$ cat config.mk
export PLATFORM = sky130hd
export DESIGN_NAME = branch_predictor
export DESIGN_NICKNAME = d
export VERILOG_FILES = /design/src/rtl/branch_predictor_pkg.sv /design/src/rtl/bht_counter.sv /design/src/rtl/branch_predictor.sv
export SDC_FILE = /design/constraint.sdc
export NUM_CORES = 1
export LEC_CHECK = 0
export ABC_AREA = 0
export CORE_MARGIN = 4
export CORE_UTILIZATION = 40
export DETAILED_ROUTE_END_ITERATION = 12
export MAX_ROUTING_LAYER = met4
export PLACE_DENSITY = 0.73
export SETUP_SLACK_MARGIN = 0.3
export SKIP_LAST_GASP = 1
export SYNTH_ARGS = -nofsm -noshare
export SYNTH_HDL_FRONTEND = slang
export SYNTH_SLANG_ARGS = --single-unit
$ cat constraint.sdc
create_clock -name clk -period 5.44 [get_ports clk]
set_clock_uncertainty 0.2 [all_clocks]
set_input_delay 0.816 -clock clk [delete_from_list [all_inputs] [get_ports clk]]
set_output_delay 0.816 -clock clk [all_outputs]
set_load 0.02 [all_outputs]
$ cat src/rtl/branch_predictor_pkg.sv
// Shared pipeline constants: conditional-branch opcode and the 2-bit
// saturating-counter encodings used by the branch history table.
package branch_predictor_pkg;

    localparam logic [6:0] BRANCH_OPCODE = 7'b1100011;

    typedef enum logic [1:0] {
        STRONG_NT = 2'b00,
        WEAK_NT   = 2'b01,
        WEAK_T    = 2'b10,
        STRONG_T  = 2'b11
    } bht_state_e;

endpackage

$ cat src/rtl/bht_counter.sv
// One 2-bit saturating counter of the branch history table.
// Counts up on a taken update and down on a not-taken update; resets to WEAK_NT.
module bht_counter
    import branch_predictor_pkg::*;
(
    input  logic       clk,
    input  logic       reset,
    input  logic       en_i,
    input  logic       inc_i,
    output logic [1:0] state_o
);

    logic [1:0] state_q;
    logic [1:0] state_d;

    always_comb begin
        state_d = state_q;
        if (en_i) begin
            if (inc_i && (state_q != STRONG_T)) begin
                state_d = state_q + 2'd1;
            end else if (!inc_i && (state_q != STRONG_NT)) begin
                state_d = state_q - 2'd1;
            end
        end
    end

    always_ff @(posedge clk or posedge reset) begin
        if (reset) begin
            state_q <= WEAK_NT;
        end else begin
            state_q <= state_d;
        end
    end

    assign state_o = state_q;

endmodule

$ cat src/rtl/branch_predictor.sv
// Bimodal branch predictor: PC-indexed table of 2-bit counters with a
// zero-latency lookup, B-type target adder and resolved/mispredict statistics.
module branch_predictor
    import branch_predictor_pkg::*;
#(
    parameter int XLEN        = 32,
    parameter int BHT_ENTRIES = 16
) (
    input  logic            clk,
    input  logic            reset,
    input  logic [XLEN-1:0] IF_pc,
    input  logic [31:0]     IF_instruction,
    input  logic            EX_update_valid,
    input  logic [XLEN-1:0] EX_pc,
    input  logic            EX_taken,
    input  logic            EX_mispredict,
    output logic            IF_branch_estimation,
    output logic [XLEN-1:0] IF_branch_target,
    output logic [31:0]     branch_count,
    output logic [31:0]     mispredict_count
);

    localparam int IDX_W = $clog2(BHT_ENTRIES);

    logic [IDX_W-1:0] if_idx;
    logic [IDX_W-1:0] ex_idx;
    logic [1:0]       ctr_state [BHT_ENTRIES];
    logic [XLEN-1:0]  b_imm;
    logic             is_branch;

    logic [31:0] branch_count_q, branch_count_d;
    logic [31:0] mispredict_count_q, mispredict_count_d;

    // Word-aligned PC bits select the entry; upper bits alias freely.
    assign if_idx = IF_pc[IDX_W+1:2];
    assign ex_idx = EX_pc[IDX_W+1:2];

    for (genvar i = 0; i < BHT_ENTRIES; i++) begin : g_bht
        bht_counter u_ctr (
            .clk     (clk),
            .reset   (reset),
            .en_i    (EX_update_valid && (ex_idx == IDX_W'(i))),
            .inc_i   (EX_taken),
            .state_o (ctr_state[i])
        );
    end

    assign is_branch = (IF_instruction[6:0] == BRANCH_OPCODE);
    assign IF_branch_estimation = !reset && is_branch && ctr_state[if_idx][1];

    assign b_imm = {{(XLEN-13){IF_instruction[31]}}, IF_instruction[31], IF_instruction[7],
                    IF_instruction[30:25], IF_instruction[11:8], 1'b0};
    assign IF_branch_target = IF_pc + b_imm;

    always_comb begin
        branch_count_d     = branch_count_q;
        mispredict_count_d = mispredict_count_q;
        if (EX_update_valid) begin
            if (branch_count_q != 32'hFFFF_FFFF) begin
                branch_count_d = branch_count_q + 32'd1;
            end
            if (EX_mispredict && (mispredict_count_q != 32'hFFFF_FFFF)) begin
                mispredict_count_d = mispredict_count_q + 32'd1;
            end
        end
    end

    always_ff @(posedge clk or posedge reset) begin
        if (reset) begin
            branch_count_q     <= '0;
            mispredict_count_q <= '0;
        end else begin
            branch_count_q     <= branch_count_d;
            mispredict_count_q <= mispredict_count_d;
        end
    end

    assign branch_count     = branch_count_q;
    assign mispredict_count = mispredict_count_q;

    logic unused_bits;
    assign unused_bits = ^{EX_pc[XLEN-1:IDX_W+2], EX_pc[1:0], IF_instruction[24:12]};

endmodule
# Word level (Yosys, flattened, before mapping)
# Index checks and enable logic that the tools add are counted.
# word_totals
ff_bits	96
elab_cells	228
output_inout_bits	97
# classes
addsub	35
mux	35
bitwise	1
n_reduce_logical	104
n_lt_le_gt_ge	1
n_eq_ne	34
# op_table
cell	count
$mux W2	34
$add A32 B1 Y32 const B	2
$ne A32 B32 Y1 const B	2
$reduce_bool A2 Y1	32
$logic_and A1 B1 Y1	51
$reduce_and A2 Y1	18
$add A2 B1 Y2 const B	16
$add A32 B32 Y32	1
$eq A4 B4 Y1 const B	8
$ne A2 B2 Y1 const B	16
$sub A2 B1 Y2 const B	16
$eq A4 B3 Y1 const B	4
$bmux W2 S4	1
$eq A4 B2 Y1 const B	2
$eq A7 B7 Y1 const B	1
$ge A5 B5 Y1 const B	1
$not A4 Y5	1
$eq A4 B1 Y1 const B	1
$logic_not A4 Y1	1
$logic_not A1 Y1	2

# Depth between registers and ports, before layout
# logic_depth
word_depth	5
ltp_mapped	9
ltp_nobuf	9

# Hierarchy
# From an unflattened synthesis, not the netlist that was laid out.
# unflattened
hier_cells	758
area_unflattened_um2	6854.1
# by_module_without_submodules
mod	instances	cells_per_inst	seq_area_each_um2	area_each_um2
branch_predictor	1	566	1601.5	4972.3
bht_counter	16	12	51.3	117.6

# Least setup slack after synthesis
# No wires, ideal clock.
# synth_timing
path_kind	in2out
start	input port IF_pc[1]
end	output port IF_branch_target[31]
t_arrival_ps	3049
path_buffers	0
path_slack_ps	1375
path_stages	9
cell_sequence	ha_1 > fa_1 > a21o_1 > o2bb2ai_1 > o31ai_2 > o221ai_2 > a21oi_1 > o41ai_1 > xnor2_1
# synth_via
elab_chain_len	1
# synth_rtl
element	line_no	rtl
start, declared	branch_predictor.sv:11	input logic [XLEN-1:0] IF_pc,
$add A32 B32 Y32	branch_predictor.sv:53	assign IF_branch_target = IF_pc + b_imm;
end, declared	branch_predictor.sv:18	output logic [XLEN-1:0] IF_branch_target,
# No other way between the ends.

# Worst setup path after layout
# layout_timing
start	input port IF_pc[1]
end	output port IF_branch_target[25]
# The elaborated chain is that of the path after synthesis.

==> metrics.log <==
[metrics] status: finished, final reports clean
[metrics] num ports: 198
[metrics] met3 routed wirelength: 1.21 mm
[metrics] delay of the slowest critical-path stage: 0.62 ns
[metrics] worst min-delay path endpoint: branch_count[18]
[metrics] start point of the worst min-delay path: branch_count[18]
[metrics] RR Startpoint: branch_count[8]
[metrics] Layout Nets: 1001
[metrics] vias in the first global route: 5492
[metrics] minimum clock period after layout: 5.00 ns
[metrics] Starting Density: 40.7%
[metrics] Post-synth EDFFs: 0
[metrics] global-route total usage across every layer: 18.5%
[metrics] total DRC errors in the routed layout: 0
[metrics] Final Instance Area: 0.00855 sq mm
[metrics] number of antenna violations at the first check in global routing: 0
[metrics] flip-flop cell with the highest count after synthesis: dfrtp_1
[metrics] required time worst endpoint: 4.42 ns
[metrics] Max-cap violations: 0
[metrics] Critical Path AT: 3.99 ns
[metrics] kind of end point of the critical path: primary output
[metrics] Critical Path Slowest Stage Cell: clkdlybuf4s50_1
[metrics] RSZ-0062 raised after global routing: no
[metrics] combined area of all synthesized cells: 0.00646 sq mm
[metrics] largest fanout on the critical path: 4
[metrics] highest metal used: met4
[metrics] final RePlAce weighted congestion: 0.906
[metrics] number of failing setup endpoints in the final timing report: 0
[metrics] post-synthesis share of cell area spent on xor and xnor gates: 12.2%
[metrics] most frequent standard cell in the layout excluding fill and tap cells: clkdlybuf4s50_1
[metrics] ys async rst share: between 90% and 100%
[metrics] Avg Synthesized Cell Area: between 9 and 10 sq um
[metrics] DR WL/cell: 15.1 microns
[metrics] TritonCTS clock tree: done
[metrics] count of cell types in the netlist: 65
[metrics] reg-to-reg setup timing slack: around 3 ns
[metrics] Mapped Cells: 717
[metrics] aggregate negative setup slack: 0 ns
[metrics] simple-gate share of the synthesized area: just over 20%
[metrics] most repeated library cell on the critical path: clkdlybuf4s50_1
[metrics] clock transition at the register clock pins on the worst setup and hold paths after CTS: about 0.06 ns
[metrics] overflow left after global routing: 0
[metrics] count of input and output buffers: 154
[metrics] combinational family with the most area after synthesis: simple AND/OR/NAND/NOR gates
[metrics] syn_nets: 851
[metrics] detailed-placement wirelength estimate: 12.4 mm
[metrics] Buf+Inv Stages, Crit Path: 3
[metrics] DR vias/cell: around 5.3
[metrics] Vert. Die Dim: about 140 microns
[metrics] post-detailed-routing wire length: 16.4 mm
[metrics] met1 wire length: between 7 and 8 mm
[metrics] multiplexer fraction of the synthesized cell area: 4.12%
[metrics] worst r2r dst: branch_count[29]
[metrics] Synth warnings: 0
[metrics] root buffer cell: clkbuf_16
[metrics] met2 layer wire length in the routed design: 7.28 mm
[metrics] Sinks on Clock Net: 96
[metrics] final cycle utilization of the critical path: 92.0%
[metrics] area of the core region: 0.0159 sq mm
[metrics] worst rel slew slack: 40.0%
[metrics] layout cell share with drive strength beyond 1: under 10%
[metrics] startpoint class of the critical path: input pin
[metrics] first-pass GRT wire length: 27.2 mm
[metrics] transition at the pin with the smallest max-transition slack: 0.900 ns
[metrics] site row count: 46
[metrics] post-layout util: 53.8%
[metrics] peak clock frequency supported by timing: about 200 MHz
[metrics] horizontal die dimension: 135 microns
[metrics] area delta synth->final: 32.2%
[metrics] cell chain of the critical path: clkdlybuf4s50_1 -> ha_1 -> fa_1 -> a21o_1 -> o2bb2ai_1 -> o31ai_2 -> buf_4 -> nand4_1 -> a21oi_2 -> a21oi_1 -> xor2_1 -> clkdlybuf4s50_1
[metrics] Clock Tree Buf Depth: 2
[metrics] pre-CTS setup slack: 0.376 ns
[metrics] R2R cell count: 7
[metrics] final antenna-violating net count: 0
[metrics] clock insertion delay at the later pin of the skew report: 0.34 ns
[metrics] adder-cell share of the synthesized area: 6.50%
[metrics] share of synthesized area occupied by flip-flops and latches: between 30% and 40%
[metrics] number of buffers inserted during clock tree synthesis: 9
[metrics] vias post-DR: 5767
[metrics] Pleak: ~3.5 nW
[metrics] final setup margin: 0.438 ns
[metrics] Compound-Gate Fraction of Synth Area: 16.5%
[metrics] DR pass1 iterations: 4
[metrics] worst hold-check path type: reg2reg
[metrics] peak supply drop: 0.228 mV
[metrics] placed cell count: about 1100
[metrics] most frequent cells in the layout: clkdlybuf4s50_1, dfrtp_1, xnor2_1
[metrics] worst hold path cell count: 1
[metrics] first-iteration detailed-routing DRC count: 267
[metrics] category of cells accounting for the largest share of critical-path delay: buffers and inverters
[metrics] maximum number of pins on one net before global-route repair: 69
[metrics] count of non-filler cells in the finished layout: 1087
[metrics] number of diodes added for antenna fixing: 0
[metrics] total power per unit cell area: 267 mW/mm^2
[metrics] Final Hold Fails: 0
[metrics] H-tree depth reported by CTS: 3
[metrics] Max Slew Vio Count: 0
[metrics] Layout fillers: around 1500
[metrics] number of synthesized register bits: 96
[metrics] placed cell area: 0.00823 sq mm
[metrics] critical path start-end classification: in2out
[metrics] Die Footprint: 0.0183 sq mm
-- per-stage QoR --
| stage | power, mW | hold slack [ns] |
|---|---|---|
| 2_1_floorplan | 1.33 | 0.278 |
| 3_3_place_gp | 1.66 | 0.275 |
| 3_5_place_dp | 1.67 | 0.281 |
| 4_1_cts | 2.30 | 0.294 |
| 5_1_grt | 2.41 | 0.315 |
| 6_report | 2.28 | 0.291 |
-- registers in the layout, indices dropped and copies added, names as in the netlist --
register / cells
branch_count: 32
g_bht.u_ctr.state_o: 32
mispredict_count: 32
-- cell families after synthesis --
family	count (synthesis)
muxes	20
and+or+nand+nor	251
adders and majority gates	33
DFF	96
xor gates and xnor gates	90
buffers and inverters	49
AOI/OAI and AO/OA	178
-- routing by layer --
| metal | vias to the layer above | track usage, % |
|---|---|---|
| met5 | - | - |
| li1 | 2875 | - |
| met1 | 2720 | 26.0 |
| met2 | 163 | 27.6 |
| met3 | 9 | 4.38 |
| met4 | 0 | 3.75 |
-- repair_timing --
item | CTS | global route
hold buffers | 0 | 0
setup endpoints to repair | 0 | 7
buffers inserted | 0 | 0
resized for setup | 0 | 9
-- power breakdown --
group | internal (mW) | switching, mW
Clock | 0.355 | 0.267
Sequential | 0.799 | 0.0800
Combinational | 0.372 | 0.407
-- area by class of cell --
| cell class | count | area, sq um | share of cell area (%) |
|---|---|---|---|
| multi-input cells | 572 | 3860 | 45.2 |
| flip-flops and latches | 96 | 2420 | 28.3 |
| repair buffers | 162 | 1610 | 18.8 |
| well taps | 216 | 270 | 3.16 |
| clock buffers | 10 | 229 | 2.68 |
| inverters | 26 | 100 | 1.17 |
| clock inverters | 5 | 57.6 | 0.673 |
-- synth_stat cells, drive strengths merged, types with 8 or more instances --
library cell  number  area [sq um]
dfrtp             80          2000
xnor2             68           596
a21oi             63           315
nand2             63           236
o21ai             59           295
nor2              56           213
ha                32           400
nand3             28           140
and3              27           173
inv               26          97.6
nand4             26           178
xor2              22           193
clkbuf            16          60.1
dfstp             16           420
mux2i             12           120
nor3              11          60.1
nor2b              9          56.3
o21a               9          67.6
a21o               8          60.1
-- worst max path at each step --
| stage | startpoint | depth (start not counted) | slack [ns] | endpoint |
|---|---|---|---|---|
| global route | IF_pc[1] | 12 | 0.30 | IF_branch_target[21] |
| CTS | IF_pc[1] | 12 | 0.36 | IF_branch_target[25] |
| detailed placement | IF_pc[1] | 12 | 0.38 | IF_branch_target[25] |
| global placement | IF_pc[1] | 12 | 0.39 | IF_branch_target[29] |
| floorplan | IF_pc[1] | 9 | 1.37 | IF_branch_target[31] |
| finish | IF_pc[1] | 12 | 0.44 | IF_branch_target[25] |
No activity file was read; power rests on OpenSTA's default activity.
